<file path="config.mk">
export PLATFORM = sky130hd
export DESIGN_NAME = neander_mem_responder
export DESIGN_NICKNAME = d
export VERILOG_FILES = /design/src/rtl/neander_mem_pkg.sv /design/src/rtl/neander_ram_sp.sv /design/src/rtl/neander_mem_responder.sv
export SDC_FILE = /design/constraint.sdc
export NUM_CORES = 2
export LEC_CHECK = 0
export CORE_ASPECT_RATIO = 2
export CORE_UTILIZATION = 40
export DETAILED_ROUTE_END_ITERATION = 6
export PLACE_DENSITY_LB_ADDON = 0.05
export SLEW_MARGIN = 20
export SYNTH_ARGS = -nofsm -noshare
export SYNTH_HDL_FRONTEND = slang
export SYNTH_SLANG_ARGS = --single-unit
</file>
<file path="constraint.sdc">
create_clock -name clk -period 17 [get_ports clk]
set_input_delay 3.4 -clock clk [delete_from_list [all_inputs] [get_ports clk]]
set_output_delay 3.4 -clock clk [all_outputs]
set_load 0.05 [all_outputs]
</file>
<file path="src/rtl/neander_mem_pkg.sv">
// Shared types and defaults for the Neander memory responder and its RAM.
package neander_mem_pkg;

  localparam int ADDR_W_DEF = 8;
  localparam int DATA_W_DEF = 8;

  typedef enum logic [1:0] {
    IDLE = 2'd0,
    DATA = 2'd1,
    DONE = 2'd2
  } ld_state_e;

endpackage

</file>
<file path="src/rtl/neander_ram_sp.sv">
// Single-port-write / single-port-read synchronous RAM, read-first on collisions.
// Only the read register is reset; the array keeps its contents across reset.
module neander_ram_sp #(
  parameter int ADDR_W = 8,
  parameter int DATA_W = 8
) (
  input  logic              clk,
  input  logic              reset,
  input  logic              we,
  input  logic [ADDR_W-1:0] waddr,
  input  logic [DATA_W-1:0] wdata,
  input  logic              re,
  input  logic [ADDR_W-1:0] raddr,
  output logic [DATA_W-1:0] rdata
);

  logic [DATA_W-1:0] mem [2**ADDR_W];

  always_ff @(posedge clk) begin
    if (we) begin
      mem[waddr] <= wdata;
    end
  end

  // Non-blocking read of the same array gives the pre-write value on a collision.
  always_ff @(posedge clk) begin
    if (reset) begin
      rdata <= '0;
    end else if (re) begin
      rdata <= mem[raddr];
    end
  end

endmodule

</file>
<file path="src/rtl/neander_mem_responder.sv">
// Memory responder: serves CPU reads/writes and accepts loader frames
// (address byte, then data bytes) that hold the CPU in reset while they land.
//
// state | meaning
// IDLE  | CPU owns the write port; a loader byte sets the frame address
// DATA  | loader bytes written at the pointer, CPU held, CPU writes dropped
// DONE  | single-cycle frame-complete pulse, loader stalled, CPU still held
module neander_mem_responder
  import neander_mem_pkg::*;
#(
  parameter int ADDR_W = ADDR_W_DEF,
  parameter int DATA_W = DATA_W_DEF
) (
  input  logic              clk,
  input  logic              reset,
  input  logic [ADDR_W-1:0] mem_addr,
  input  logic [DATA_W-1:0] mem_data_out,
  output logic [DATA_W-1:0] mem_data_in,
  input  logic              mem_write,
  input  logic              mem_read,
  input  logic              ld_valid,
  input  logic [DATA_W-1:0] ld_data,
  input  logic              ld_last,
  output logic              ld_ready,
  output logic              cpu_hold,
  output logic              ld_done
);

  ld_state_e         state, state_nxt;
  logic [ADDR_W-1:0] ptr, ptr_nxt;
  logic              ram_we;
  logic [ADDR_W-1:0] ram_waddr;
  logic [DATA_W-1:0] ram_wdata;

  always_ff @(posedge clk) begin
    if (reset) begin
      state <= IDLE;
      ptr   <= '0;
    end else begin
      state <= state_nxt;
      ptr   <= ptr_nxt;
    end
  end

  always_comb begin
    state_nxt = state;
    ptr_nxt   = ptr;
    ld_ready  = 1'b1;
    cpu_hold  = 1'b0;
    ld_done   = 1'b0;
    ram_we    = 1'b0;
    ram_waddr = mem_addr;
    ram_wdata = mem_data_out;

    case (state)
      IDLE: begin
        ram_we = mem_write;
        if (ld_valid) begin
          ptr_nxt   = ADDR_W'(ld_data);
          state_nxt = ld_last ? DONE : DATA;
        end
      end
      DATA: begin
        cpu_hold = 1'b1;
        if (ld_valid) begin
          ram_we    = 1'b1;
          ram_waddr = ptr;
          ram_wdata = ld_data;
          ptr_nxt   = ptr + ADDR_W'(1);
          if (ld_last) begin
            state_nxt = DONE;
          end
        end
      end
      DONE: begin
        ld_ready  = 1'b0;
        cpu_hold  = 1'b1;
        ld_done   = 1'b1;
        state_nxt = IDLE;
      end
      default: begin
        state_nxt = IDLE;
      end
    endcase
  end

  // Reset wins over any strobe: nothing reaches the array in a reset cycle.
  neander_ram_sp #(
    .ADDR_W (ADDR_W),
    .DATA_W (DATA_W)
  ) u_ram (
    .clk   (clk),
    .reset (reset),
    .we    (ram_we & ~reset),
    .waddr (ram_waddr),
    .wdata (ram_wdata),
    .re    (mem_read),
    .raddr (mem_addr),
    .rdata (mem_data_in)
  );

endmodule

</file>
Word-level counts from Yosys, hierarchy flattened

Memories as Yosys holds them, arrays and structs flattened. A register that Yosys moved wholly into a read port is not among the register bits.
Cells that the tools add are included.

Muxes and demuxes: 19
Reduce and logical (&&, ||, !) cells: 5
Equal/unequal tests: 5
Bitwise operators: 2
Add/subtract/negate cells: 1

Operator list:

| cell                                                 | count |
|---|---|
| 2-to-1 mux 8 bit                                     | 6 |
| case mux 8 bit (2 select lines)                      | 1 |
| adder 8 x 1 -> 8 bit (second input constant)         | 1 |
| 2-to-1 mux 2 bit                                     | 4 |
| 2-to-1 mux 1 bit                                     | 6 |
| inequality test 2 bit (second input constant)        | 3 |
| AND reduction 3 bit                                  | 2 |
| case mux 2 bit (2 select lines)                      | 1 |
| equality test 2 x 1 -> 1 bit (second input constant) | 1 |
| equality test 2 bit (second input constant)          | 1 |
| zero test 2 bit                                      | 1 |
| case mux 1 bit (2 select lines)                      | 1 |
| nonzero test 2 bit                                   | 1 |
| OR reduction 2 bit                                   | 1 |
| bitwise AND 1 bit                                    | 1 |
| inverter 1 bit                                       | 1 |

Input port bits: 30
Memories kept: 1
Bits in registers: 10
RAM bits: 2048

Memory list:

| name      | depth | width | rd ports | clocked after memory_dff | wr ports | line                 | source |
|---|---|---|---|---|---|---|---|
| u_ram.mem | 256   | 8     | 1        | 1                        | 1        | neander_ram_sp.sv:17 | `logic [DATA_W-1:0] mem [2**ADDR_W];` |

Logic depth before layout (Yosys ltp)

Word-level depth: 5
Depth in mapped cells: 12
Gate-level depth less buffers: 8

By module

From an unflattened synthesis, not the netlist that was laid out.

Cell total of the unflattened synthesis: 4042
Area total of the unflattened synthesis: 81391.8 um2

By module, submodules not included:

| module                | cells an instance | seq. area each (um2) | area each (um2) | times used |
|---|---|---|---|---|
| neander_ram_sp        | 3938              | 61659.1              | 80524.7         | 1 |
| neander_mem_responder | 104               | 200.2                | 867.1           | 1 |

Worst setup path after synthesis

OpenSTA, ideal clock, no wires.

Kind: input to register
Start: in ld_valid
End: mem u_ram.mem[0][0] (data pin)
Slack: 9.077 ns
Setup time: 0.825 ns
Path buffers: 2
Arrival time: 7.099 ns
Stages: 5
Path through: and2_1 buf_2 buf_2 nand2_1 nand2_1

Longest elaborated chain between the ends: 2

RTL lines:

| what             | line                        | source |
|---|---|---|
| from (decl)      | neander_mem_responder.sv:21 | `input logic ld_valid,` |
| 2-to-1 mux 8 bit | neander_mem_responder.sv:65 | `if (ld_valid) begin` |
| 2-to-1 mux 8 bit | neander_mem_responder.sv:55 | `case (state)` |
| via ram_wdata[0] | neander_mem_responder.sv:33 | `logic [DATA_W-1:0] ram_wdata;` |
| to (decl)        | neander_ram_sp.sv:17        |  |

The timed path passes the listed nets, and every way through them passes these cells.

==> results.sh <==
export IMPL_power_frac_comb_pct=6.4
export IMPL_cts_hold_buf=0
export IMPL_synthSimpleGateAreaFrac_pct=3.32
export IMPL_pre_cts_ws_ns=8.36
export IMPL_p_clk_share_pct=39.7
export IMPL_clkLatencyLatePin_ns=0.87
export IMPL_rsz0062_at_grt="false"
export IMPL_routed_wl_um=274000
export IMPL_period_minus_slack_ns=7.69
export IMPL_hold_violations=0
export IMPL_cts_root_buf="clkbuf_16"
export IMPL_cp_start_kind="input pin"
export IMPL_cts_resized=0
export IMPL_area_growth_pct=11.5
export IMPL_hold_slack_ns=0.549
export IMPL_first_pass_iters=5
export IMPL_layout_drive_gt1_share_pct=20.2
export IMPL_synthAdderAreaFrac_pct=0.0615
export IMPL_worst_path_max_fanout=41
export IMPL_gp_congestion=0.882
export IMPL_swShare_pct=22.9
export IMPL_fin_util_pct=45.0
export IMPL_skew_ns=0.0297
export IMPL_grt_max_degree=199
export IMPL_final_max_slew_viol_count=0
export IMPL_synth_compound_area_share_pct=3.83
export IMPL_switching_power_uw=2410
export IMPL_final_common_cell="edfxtp_1"
export IMPL_slew_headroom_pct=15.8
export IMPL_intPower_uw=8110
export IMPL_synth_xor_area_share_pct=0
export IMPL_cts_tree="yes"
export IMPL_synth_edf_count=2048
export IMPL_track_usage_pct=26.8
export IMPL_die_h_um=640
export IMPL_antenna_left=0
export IMPL_initial_core_util_pct=40.4
export IMPL_total_power_uw=10500
export IMPL_syn_area_um2=81400
export IMPL_synth_area_per_cell_um2=20.0
export IMPL_multiInputGateArea_um2=18200
export IMPL_cts_buffers_inserted=191
export IMPL_hp_class="flop to flop"
export IMPL_tns_ns=0
export IMPL_worstReg2RegStart="state[1]"
export IMPL_ir_drop_mv=0.0737
export IMPL_die_w_um=321
export IMPL_nets=4226
export IMPL_synth_ff_type="edfxtp_1"
export IMPL_portBuffers=40
export IMPL_wl_per_cell_um=38.9
export IMPL_io_pins=41
export IMPL_total_leakage_power_uw=0.0282
export IMPL_critPathKind="input pin to flop"
export IMPL_area_sequential_um2=61900
export IMPL_fin_ws_ns=9.31
export IMPL_syn_nets=4107
export IMPL_nFillCells=17400
export IMPL_p_seq_share_pct=54.0
export IMPL_netlist_instances=4073
export IMPL_dieArea_um2=206000
export IMPL_clockBufferDepth=4
export IMPL_status="finished, final reports clean"
export IMPL_worstSetupEndpointType="flop"
export IMPL_viasPerCell=5.86
export IMPL_drc=0
export IMPL_drt_iter0_drc=3582
export IMPL_ys_ff_latch=2066
export IMPL_grt_pass1_vias=43000
export IMPL_fin_crit_sh_pct=45.2
export IMPL_cts_setup_buffers=0
export IMPL_setup_viol=0
export IMPL_antenna_found_initial=6
export IMPL_vias=41300
export IMPL_maxCapViolCount=0
export IMPL_synth_area_mux_share_pct=14.7
export IMPL_min_from="state[1]"
export IMPL_grt_overflow_total=0
export IMPL_required_ns=17.73
export IMPL_htreeDepth=4
export IMPL_seq_area_frac_synth_pct=76.0
export IMPL_critPathLaunch="mem_addr[0]"
export IMPL_max_freq_mhz=130
export IMPL_cts_sinks=2066
export IMPL_rows=233
export IMPL_synth_cell_types=81
export IMPL_async_flop_share_pct=0
export IMPL_tightestPinTransition_ns=1.26
export IMPL_ys_warn_count=0
export IMPL_layout_common_cells="2,048 x edfxtp_1, 361 x mux4_2, 309 x mux2i_1, 265 x nor2_1, 195 x clkbuf_16"
export IMPL_clk_pin_slew_worst_paths_ns=0.07
export IMPL_grt_pass1_wl_um=372000
export IMPL_core_um2=202000
export IMPL_p_per_area_nw_per_um2=116
export IMPL_arrival_ns=8.42
export IMPL_dp_hpwl_um=181000
export IMPL_synth_top_family_by_area="multiplexers"
==> worst max-delay path, cell delays in order <==
cell and delay, ns:
buf_8 0.20, buf_4 0.52, buf_4 0.68, buf_4 0.79
buf_4 0.59, mux4_1 0.64, mux2_2 0.33, o22ai_1 0.47
nor4b_1 0.28, a32oi_1 0.34, o21ai_1 0.09
==> cells in the mapped netlist (all sizes together), types with 7 or more instances <==
cell        n  area, um^2
a2111oi    26         254
a211oi     32         240
a21oi      50         250
a221oi     25         225
a22o        8        71.3
a22oi      28         210
a31o        7        61.3
and2       22         138
and3        7        43.8
buf       168        1430
clkbuf     78         313
dfxtp      18         360
edfxtp   2048       61500
inv         8        30.0
mux2       26         297
mux2i     309        3090
mux4      377        8550
nand2     135         507
nand2b      7        43.8
nand3      45         225
nand3b     13         101
nand4       9        56.3
nor2      287        1080
nor2b       8        50.1
nor3       24         120
nor4       18         113
o211ai     14         115
o21ai      53         265
o221ai     44         385
o22ai      97         607
o31ai       9        96.4
or3         8        50.1
==> layer usage <==
layer | share of wire, % | track usage, % | vias up
met2 | 54 | 49.2 | 1215
met1 | 35 | 29.1 | 22600
met4 | 7.0 | 16.7 | 2
met3 | 3.8 | 3.08 | 432
met5 | 0.0047 | 0 | -
li1 | - | - | 17100
==> final timing paths <==
kind | slack (ns) | cells after the start | endpoint
min | 0.55 | 2 | state[1]
max reg2reg | 12.10 | 8 | u_ram.mem[79][2]
min reg2reg | 0.55 | 2 | state[1]
max | 9.31 | 11 | u_ram.rdata[5]
==> layout make-up <==
class                      count  area share, %
tap                         2702           3.72
sequential                  2066           68.1
timing repair buffer         172           1.63
multi-input combinational   1752           20.1
antenna                        4         0.0110
clock inverter                92          0.761
inverter                       9         0.0441
clock buffer                 246           5.63
==> power groups by stage <==
stage	clock network (uW)	registers, uW	logic (uW)
5_1_grt	4390	5670	696
2_1_floorplan	0	5830	357
6_report	4170	5680	672
4_1_cts	4240	5680	681
3_3_place_gp	0	5790	672
3_5_place_dp	0	5790	680
==> through the flow <==
stage	std cells	cell area, um^2
2_1_floorplan	4073	81400
3_3_place_gp	6693	84700
3_5_place_dp	6701	84900
4_1_cts	7039	90700
5_1_grt	7040	90800
6_report	7043	90800
==> state kept, by name (all words and copies together) (netlist names) <==
register and count:
u_ram.rdata 8, ptr 8, state 2, u_ram.mem 2048
==> cells by family after synthesis <==
group           Yosys count
compound gates          431
fa+ha+maj                 4
mux                     712
flops                  2066
buf+inv                 255
simple gates            605
Note: power is estimated with default switching activity, not from simulation.
